File: src/rtl/gsu_operand_select_p_pkg.sv
// gsu_pkg: shared widths, FSM state type and reset constants for the operand selector
package gsu_pkg;
    localparam int GSU_DATA_W    = 16;
    localparam int GSU_NUM_REGS  = 16;
    localparam int GSU_NUM_PORTS = 2;

    typedef enum logic {IDLE, PREFIXED} state_t;

    localparam state_t RST_STATE = IDLE;

    function automatic int sel_w(input int n);
        return (n > 1) ? $clog2(n) : 1;
    endfunction
endpackage

File: src/rtl/gsu_operand_select_p_if.sv
// gsu_operand_select_p_if: register-file, prefix-control and operand-bus bundle of the selector
interface gsu_operand_select_p_if #(
    parameter int DATA_W    = gsu_pkg::GSU_DATA_W,
    parameter int NUM_REGS  = gsu_pkg::GSU_NUM_REGS,
    parameter int NUM_PORTS = gsu_pkg::GSU_NUM_PORTS
);
    localparam int SEL_W = gsu_pkg::sel_w(NUM_REGS);

    logic [NUM_REGS*DATA_W-1:0]  regs_flat;
    logic [NUM_PORTS*SEL_W-1:0]  port_sel;
    logic [NUM_PORTS-1:0]        port_use_sreg;
    logic                        from_valid;
    logic                        to_valid;
    logic                        with_valid;
    logic [SEL_W-1:0]            prefix_reg;
    logic                        instr_done;
    logic                        stall;
    logic                        wr_en;
    logic [SEL_W-1:0]            wr_addr;
    logic [DATA_W-1:0]           wr_data;
    logic [NUM_PORTS*DATA_W-1:0] port_bus;
    logic [SEL_W-1:0]            sreg;
    logic [SEL_W-1:0]            dreg;
    logic                        b_flag;

    modport master (
        output regs_flat, port_sel, port_use_sreg, from_valid, to_valid, with_valid,
               prefix_reg, instr_done, stall, wr_en, wr_addr, wr_data,
        input  port_bus, sreg, dreg, b_flag
    );

    modport slave (
        input  regs_flat, port_sel, port_use_sreg, from_valid, to_valid, with_valid,
               prefix_reg, instr_done, stall, wr_en, wr_addr, wr_data,
        output port_bus, sreg, dreg, b_flag
    );
endinterface

File: src/rtl/gsu_operand_select_p_reg_read_port.sv
// gsu_reg_read_port: one combinational register-file read mux; write-through bypass under OPSEL_FWD_EN
module gsu_reg_read_port #(
    parameter int DATA_W   = gsu_pkg::GSU_DATA_W,
    parameter int NUM_REGS = gsu_pkg::GSU_NUM_REGS,
    parameter int SEL_W    = gsu_pkg::sel_w(NUM_REGS)
) (
    input  logic [NUM_REGS*DATA_W-1:0] regs_flat_i,
    input  logic [SEL_W-1:0]           idx_i,
    input  logic                       wr_en_i,
    input  logic [SEL_W-1:0]           wr_addr_i,
    input  logic [DATA_W-1:0]          wr_data_i,
    output logic [DATA_W-1:0]          data_o
);
    logic hit;

    // Decode the index; anything past the last register reads as zero and never forwards
    always_comb begin
        data_o = '0;
        hit    = 1'b0;
        for (int r = 0; r < NUM_REGS; r++) begin
            if (idx_i == SEL_W'(r)) begin
                data_o = regs_flat_i[r*DATA_W +: DATA_W];
                hit    = 1'b1;
            end
        end
`ifdef OPSEL_FWD_EN
        if (hit && wr_en_i && wr_addr_i == idx_i) data_o = wr_data_i;
`endif
    end

`ifndef OPSEL_FWD_EN
    logic unused_fwd;
    assign unused_fwd = ^{wr_en_i, wr_addr_i, wr_data_i, hit};
`endif
endmodule

File: src/rtl/gsu_operand_select_p.sv
// gsu_operand_select_p: FROM/TO/WITH prefix state and registered operand buses (optional OPSEL_FWD_EN bypass)
module gsu_operand_select_p #(
    parameter int DATA_W    = gsu_pkg::GSU_DATA_W,
    parameter int NUM_REGS  = gsu_pkg::GSU_NUM_REGS,
    parameter int NUM_PORTS = gsu_pkg::GSU_NUM_PORTS
) (
    input logic                   clk,
    input logic                   rst_n,
    gsu_operand_select_p_if.slave bus
);
    import gsu_pkg::*;

    localparam int SEL_W = sel_w(NUM_REGS);

    state_t                      state_q, state_d;
    logic [SEL_W-1:0]            sreg_q, sreg_d, dreg_q, dreg_d;
    logic                        b_q, b_d;
    logic [NUM_PORTS*DATA_W-1:0] bus_q, bus_d, rd_flat;

    for (genvar p = 0; p < NUM_PORTS; p++) begin : g_port
        gsu_reg_read_port #(.DATA_W(DATA_W), .NUM_REGS(NUM_REGS), .SEL_W(SEL_W)) u_rd (
            .regs_flat_i (bus.regs_flat),
            .idx_i       (bus.port_use_sreg[p] ? sreg_q : bus.port_sel[p*SEL_W +: SEL_W]),
            .wr_en_i     (bus.wr_en),
            .wr_addr_i   (bus.wr_addr),
            .wr_data_i   (bus.wr_data),
            .data_o      (rd_flat[p*DATA_W +: DATA_W])
        );
    end

    // Prefix FSM: with > to > from > instr_done; a stall drops this cycle's strobes
    always_comb begin
        state_d = state_q;
        sreg_d  = sreg_q;
        dreg_d  = dreg_q;
        b_d     = b_q;
        bus_d   = bus.stall ? bus_q : rd_flat;
        if (!bus.stall) begin
            if (bus.with_valid) begin
                sreg_d  = bus.prefix_reg;
                dreg_d  = bus.prefix_reg;
                b_d     = 1'b1;
                state_d = PREFIXED;
            end else if (bus.to_valid) begin
                dreg_d  = bus.prefix_reg;
                b_d     = 1'b0;
                state_d = PREFIXED;
            end else if (bus.from_valid) begin
                sreg_d  = bus.prefix_reg;
                b_d     = 1'b0;
                state_d = PREFIXED;
            end else if (bus.instr_done) begin
                sreg_d  = '0;
                dreg_d  = '0;
                b_d     = 1'b0;
                state_d = IDLE;
            end
        end
    end

    // All state advances on the falling clock edge
    always_ff @(negedge clk or negedge rst_n) begin
        if (!rst_n) begin
            state_q <= RST_STATE;
            sreg_q  <= '0;
            dreg_q  <= '0;
            b_q     <= 1'b0;
            bus_q   <= '0;
        end else begin
            state_q <= state_d;
            sreg_q  <= sreg_d;
            dreg_q  <= dreg_d;
            b_q     <= b_d;
            bus_q   <= bus_d;
        end
    end

    assign bus.port_bus = bus_q;
    assign bus.sreg     = sreg_q;
    assign bus.dreg     = dreg_q;
    assign bus.b_flag   = b_q;
endmodule
File: src/flat_wrapper.sv
// flat-port wrapper written by rule: the top's interface ports become plain ports
module gsu_operand_select_p_flat import gsu_pkg::*;
#(
    parameter int DATA_W    = gsu_pkg::GSU_DATA_W,
    parameter int NUM_REGS  = gsu_pkg::GSU_NUM_REGS,
    parameter int NUM_PORTS = gsu_pkg::GSU_NUM_PORTS
)
  (clk, rst_n, bus_regs_flat, bus_port_sel, bus_port_use_sreg, bus_from_valid, bus_to_valid, bus_with_valid, bus_prefix_reg, bus_instr_done, bus_stall, bus_wr_en, bus_wr_addr, bus_wr_data, bus_port_bus, bus_sreg, bus_dreg, bus_b_flag);
  gsu_operand_select_p_if #(.DATA_W(DATA_W), .NUM_REGS(NUM_REGS), .NUM_PORTS(NUM_PORTS)) bus_i ();
  input logic clk;
  input logic rst_n;
  input wire logic [$bits(bus_i.regs_flat)-1:0] bus_regs_flat;
  input wire logic [$bits(bus_i.port_sel)-1:0] bus_port_sel;
  input wire logic [$bits(bus_i.port_use_sreg)-1:0] bus_port_use_sreg;
  input wire logic [$bits(bus_i.from_valid)-1:0] bus_from_valid;
  input wire logic [$bits(bus_i.to_valid)-1:0] bus_to_valid;
  input wire logic [$bits(bus_i.with_valid)-1:0] bus_with_valid;
  input wire logic [$bits(bus_i.prefix_reg)-1:0] bus_prefix_reg;
  input wire logic [$bits(bus_i.instr_done)-1:0] bus_instr_done;
  input wire logic [$bits(bus_i.stall)-1:0] bus_stall;
  input wire logic [$bits(bus_i.wr_en)-1:0] bus_wr_en;
  input wire logic [$bits(bus_i.wr_addr)-1:0] bus_wr_addr;
  input wire logic [$bits(bus_i.wr_data)-1:0] bus_wr_data;
  output wire logic [$bits(bus_i.port_bus)-1:0] bus_port_bus;
  output wire logic [$bits(bus_i.sreg)-1:0] bus_sreg;
  output wire logic [$bits(bus_i.dreg)-1:0] bus_dreg;
  output wire logic [$bits(bus_i.b_flag)-1:0] bus_b_flag;
  assign bus_i.regs_flat = bus_regs_flat;
  assign bus_i.port_sel = bus_port_sel;
  assign bus_i.port_use_sreg = bus_port_use_sreg;
  assign bus_i.from_valid = bus_from_valid;
  assign bus_i.to_valid = bus_to_valid;
  assign bus_i.with_valid = bus_with_valid;
  assign bus_i.prefix_reg = bus_prefix_reg;
  assign bus_i.instr_done = bus_instr_done;
  assign bus_i.stall = bus_stall;
  assign bus_i.wr_en = bus_wr_en;
  assign bus_i.wr_addr = bus_wr_addr;
  assign bus_i.wr_data = bus_wr_data;
  assign bus_port_bus = bus_i.port_bus;
  assign bus_sreg = bus_i.sreg;
  assign bus_dreg = bus_i.dreg;
  assign bus_b_flag = bus_i.b_flag;
  gsu_operand_select_p #(.DATA_W(DATA_W), .NUM_REGS(NUM_REGS), .NUM_PORTS(NUM_PORTS)) u_core (.clk(clk), .rst_n(rst_n), .bus(bus_i));
endmodule
File: config.mk
export PLATFORM = sky130hd
export DESIGN_NAME = gsu_operand_select_p_flat
export DESIGN_NICKNAME = d
export VERILOG_FILES = /design/src/rtl/gsu_operand_select_p_pkg.sv /design/src/rtl/gsu_operand_select_p_if.sv /design/src/rtl/gsu_operand_select_p_reg_read_port.sv /design/src/rtl/gsu_operand_select_p.sv /design/src/flat_wrapper.sv
export SDC_FILE = /design/constraint.sdc
export NUM_CORES = 1
export LEC_CHECK = 0
export CORE_MARGIN = 10
export CORE_UTILIZATION = 35
export DETAILED_ROUTE_END_ITERATION = 12
export PLACE_DENSITY = 0.72
export REMOVE_ABC_BUFFERS = 1
export SETUP_SLACK_MARGIN = 0.15
export SYNTH_ARGS = -nofsm -noshare
export SYNTH_HDL_FRONTEND = slang
export SYNTH_SLANG_ARGS = --single-unit
export TNS_END_PERCENT = 20
File: constraint.sdc
create_clock -name clk -period 3.63 [get_ports clk]
set_clock_uncertainty 0.2 [all_clocks]
set_input_delay 0.726 -clock clk [delete_from_list [all_inputs] [get_ports clk]]
set_output_delay 0.726 -clock clk [all_outputs]
set_load 0.1 [all_outputs]
==> run summary <==
The total of hold buffers inserted after clock tree synthesis was 0. Post-synthesis async set-or-reset flop share: 1.00. The critical path contains buffers and inverters numbering 2 combined. Setup violations remaining at the end of the flow were counted as 73.

The total area inside the core boundary comes to 18100 µm². The H-tree generated during clock tree synthesis spans 2 levels. The tools report the portion of the post-synthesis area used by sequential elements as 0.158. For the maximum number of pins on one net before global-route repair, the log shows 42. The critical path in this run is classified as primary input to flip-flop. The repair_antennas step left the layout with diodes totalling 0.

The number of top-level pins was 339; the data arrival at the endpoint of the critical path was 2.58 ns. The clock net in this run drives a total of 41 sinks. The synthesis-to-layout area growth was 117%. Number of cells on the worst reg-to-reg path: 10. The total number of nets in the final design is 1806. The routed layout has 12200 vias.

The max-cap check violation count came out at 0. The kind of start point of the critical path is a primary input. Required time of the worst setup path: 1.78 ns. Summed over all layers, the global routing overflow is 0. For this design the total switching power over the nets is 2.44 mW. Input and output buffers added on the ports amount to 317. The min-delay analysis places its worst path in the category flip-flop to flip-flop. The synthesized design contains 0 enable-type register cells. In this run the clock root is driven by a sky130_fd_sc_hd__clkbuf_16. For the total of fill cells in the finished design, the log shows 1298. The flow ran to the end, but the final reports show violations. The total placed instance area came out at 12200 µm². For the final routed database, the setup TNS stands at -24.25 ns.

Routability-driven placement finished with a final weighted congestion of 1.11. The first routing iteration left 1853 violations. After clock tree synthesis, the clock-pin slew on the worst setup and hold paths is 0.05 ns. TritonCTS created 5 clock buffers. The worst hold path startpoint is u_core.bus.port_bus[25]. The proportion of power drawn by the clock network was 0.114. The flip-flop cell with the highest count after synthesis is sky130_fd_sc_hd__dfrtn_1. At the pin with the least slew margin, the transition time is 0.978 ns.

The first detailed-routing pass took 10 iterations. The cell depth of the worst hold path came out at 1. Portion of total power attributed to combinational logic: 0.747. Internal power comes to 2.47 mW.

The tools report the overall track demand over capacity in global routing as 0.391. The total die area was 24300 µm². For flop-to-flop paths, the worst setup slack is 0.18 ns.

The DRC violations left is 0. Averaged over all synthesized cells, the footprint is 6.76 µm². The run gives 0.320 ns as the minimum hold slack. The source of the worst register-to-register timing path is u_core.bus.sreg[1]. For this run, the number of Yosys warnings is 0. The die is 156 µm wide. The first global-routing pass estimated 73.4 mm of wire. The endpoint of the worst hold path was u_core.bus.port_bus[25]. Wire length reported by the detailed router: 52.7 mm.

Final core utilization: 0.776. Library cell appearing most often on the critical path: sky130_fd_sc_hd__buf_8. For the row count, the log shows 49. For the highest ir drop seen on vdd, the log shows 0.418 mV.

The final reports fail on setup timing. The fraction of power spent switching nets was 0.497. In this run the critical register-to-register path is captured at u_core.bus.port_bus[18]. The share of post-route cells with drive strength above 1 was 0.352.

Delay of the slowest cell on the worst path: 0.35 ns. For the pre-CTS setup slack, the log shows -1.67 ns. STA classifies the critical path endpoint as a flip-flop.

The clock latency on the worst-skew pair was 0.33 ns. Setup repair after global routing could not meet its margin everywhere. Walking the worst path, the cells encountered are buf_8, mux2_4, buf_8, mux2i_4, nor3_2, o21ba_4, a2111oi_4, a311o_1, a221oi_2. TritonCTS built the clock tree. On the critical path the largest part of the delay comes from compound AO/OA/AOI/OAI gates.

The run gives 0 as the number of pins with negative max-slew slack in the final report. Using the TritonRoute via totals, the vias-per-cell ratio works out to 7.02. The logs give 39.2 mm for the placed wire-length estimate and 11900 for the via count of the first global-routing pass.

The logs give 0 for the count of antenna-violating nets left after detailed routing and 1 for the initial antenna violation count. The clock passes through at most 2 buffers. The final count of hold timing violations was 0. The total standard cell area after synthesis is 6480 µm², and the vertical extent of the die is 156 µm. The synthesized netlist contains 63 unique library cells. The cell count after synthesis came out at 958.

The number of synthesized register bits is 41, and the post-layout worst setup margin is -0.802 ns. The average wire per cell in the routed design is 30.4 µm, and the portion of total power attributed to sequential cells is 0.140. In this run the static leakage power is 5.61 nW.

In this run the worst path has a maximum fanout of 13. The worst relative slew slack is 0.346, and the finished layout cell area is 14000 µm². In this run the power density over the cells is 350 nW/µm².

Among all stages on the critical path, the largest delay is contributed by sky130_fd_sc_hd__a2111oi_4. The initial core utilization was 0.358.
metal layers:
metal	track usage	wire (µm)
met5	0	13
met4	0.219	4010
met1	0.453	17600
met3	0.131	7980
met2	0.622	23100
area by class of cell:
type	instances	area [µm²]	area share
sequential	41	1030	0.0731
timing repair buffer	638	6550	0.467
clock buffer	5	125	0.00892
tap	229	287	0.0204
inverter	19	76.3	0.00544
multi-input combinational	803	5930	0.423
clock inverter	2	35.0	0.00250
kinds of logic after synthesis:
logic type / after synthesis / share of synthesized area
AO/OA/AOI/OAI: 552 / 0.565
XOR/XNOR: 1 / 0.00135
buffers and inverters: 114 / 0.0742
flip-flops: 41 / 0.158
multiplexers: 27 / 0.0537
AND/OR/NAND/NOR: 223 / 0.148
registers in the layout (all words and copies together) (netlist names):
signal and count:
u_core.bus.sreg 4, u_core.bus.port_bus 32, u_core.bus.b_flag 1, u_core.bus.dreg 4
worst register-to-register path, stage by stage, from the launching register on:
cell and delay (ns):
sky130_fd_sc_hd__dfrtn_1 0.45, sky130_fd_sc_hd__buf_4 0.29, sky130_fd_sc_hd__nor2b_1 0.82, sky130_fd_sc_hd__a22o_4 0.29, sky130_fd_sc_hd__buf_6 0.15, sky130_fd_sc_hd__buf_6 0.18, sky130_fd_sc_hd__nor3_2 0.07, sky130_fd_sc_hd__o21ba_4 0.22
sky130_fd_sc_hd__a2111oi_4 0.35, sky130_fd_sc_hd__a311o_1 0.20, sky130_fd_sc_hd__a221oi_2 0.07
metrics by stage:
step,power (mW),std cells
2_1_floorplan,2.12,863
3_3_place_gp,3.83,1687
3_5_place_dp,3.84,1687
4_1_cts,4.61,1715
5_1_grt,5.02,1737
6_report,4.91,1737
repair_timing:
action	CTS	global route
buffers inserted	17	21
cloned	4	1
resized for setup	201	141
setup endpoints to repair	81	75
pin swaps	62	55
cell usage in the layout (no fill, tap or decap), drive strengths merged, types with 4 or more instances in the layout:
cell	instances
o21ai	115
buf	367
a311o	4
o22ai	81
o21ba	4
a222oi	10
o32ai	6
nand2	70
a221o	5
mux2i	16
o21a	6
a21o	6
a211oi	25
nor3	27
dfrtn	41
a2111oi	9
o221ai	15
mux2	6
a22oi	69
nor2	86
mux4	5
a22o	15
a21oi	112
clkdlybuf4s50	255
a221oi	20
inv	19
a31oi	8
nand3	14
a2bb2oi	7
o211ai	13
nor2b	9
nand2b	8
dlygate4sd2	5
clkbuf	8
power by group through the flow:
stage	logic [mW]	registers [mW]	clock network, mW
after floorplan	0.804	1.31	0
after global placement	3.14	0.690	0
after detailed placement	3.15	0.688	0
after CTS	3.38	0.683	0.553
after global routing	3.75	0.694	0.569
final	3.67	0.685	0.559
Yosys cell counts, types with 3 or more instances:
master / count / share of area
sky130_fd_sc_hd__a2111oi_0: 9 / 0.012
sky130_fd_sc_hd__a211oi_1: 25 / 0.029
sky130_fd_sc_hd__a21o_1: 6 / 0.0070
sky130_fd_sc_hd__a21oi_1: 111 / 0.086
sky130_fd_sc_hd__a221o_1: 5 / 0.0077
sky130_fd_sc_hd__a221oi_1: 20 / 0.027
sky130_fd_sc_hd__a222oi_1: 10 / 0.015
sky130_fd_sc_hd__a22o_1: 15 / 0.020
sky130_fd_sc_hd__a22oi_1: 68 / 0.079
sky130_fd_sc_hd__a2bb2oi_1: 7 / 0.0095
sky130_fd_sc_hd__a311o_1: 4 / 0.0062
sky130_fd_sc_hd__a31oi_1: 8 / 0.0077
sky130_fd_sc_hd__buf_1: 11 / 0.0064
sky130_fd_sc_hd__buf_2: 24 / 0.019
sky130_fd_sc_hd__buf_6: 3 / 0.0052
sky130_fd_sc_hd__clkbuf_1: 57 / 0.033
sky130_fd_sc_hd__dfrtn_1: 41 / 0.16
sky130_fd_sc_hd__inv_1: 19 / 0.011
sky130_fd_sc_hd__mux2i_1: 16 / 0.025
sky130_fd_sc_hd__mux4_2: 5 / 0.017
sky130_fd_sc_hd__nand2_1: 70 / 0.041
sky130_fd_sc_hd__nand2b_1: 8 / 0.0077
sky130_fd_sc_hd__nand3_1: 14 / 0.011
sky130_fd_sc_hd__nor2_1: 86 / 0.050
sky130_fd_sc_hd__nor2b_1: 9 / 0.0087
sky130_fd_sc_hd__nor3_1: 27 / 0.021
sky130_fd_sc_hd__o211ai_1: 13 / 0.015
sky130_fd_sc_hd__o21a_1: 6 / 0.0070
sky130_fd_sc_hd__o21ai_0: 102 / 0.079
sky130_fd_sc_hd__o21ai_1: 13 / 0.010
sky130_fd_sc_hd__o21ba_1: 4 / 0.0062
sky130_fd_sc_hd__o221ai_1: 15 / 0.020
sky130_fd_sc_hd__o22ai_1: 81 / 0.078
sky130_fd_sc_hd__o31ai_1: 3 / 0.0035
sky130_fd_sc_hd__o32ai_1: 6 / 0.0081
how the worst max path moves through the flow:
stage | endpoint | slack (ns) | from | cells after the start
floorplan | u_core.bus.port_bus[20] | -1.84 | bus_port_use_sreg[1] | 6
global placement | u_core.bus.port_bus[22] | -1.62 | bus_port_use_sreg[1] | 11
detailed placement | u_core.bus.port_bus[9] | -1.67 | bus_port_use_sreg[0] | 11
CTS | u_core.bus.port_bus[22] | -0.72 | bus_port_use_sreg[1] | 8
global route | u_core.bus.port_bus[20] | -0.92 | bus_port_use_sreg[1] | 9
finish | u_core.bus.port_bus[18] | -0.80 | bus_port_use_sreg[1] | 9
Note: power is estimated with default switching activity, not from simulation.
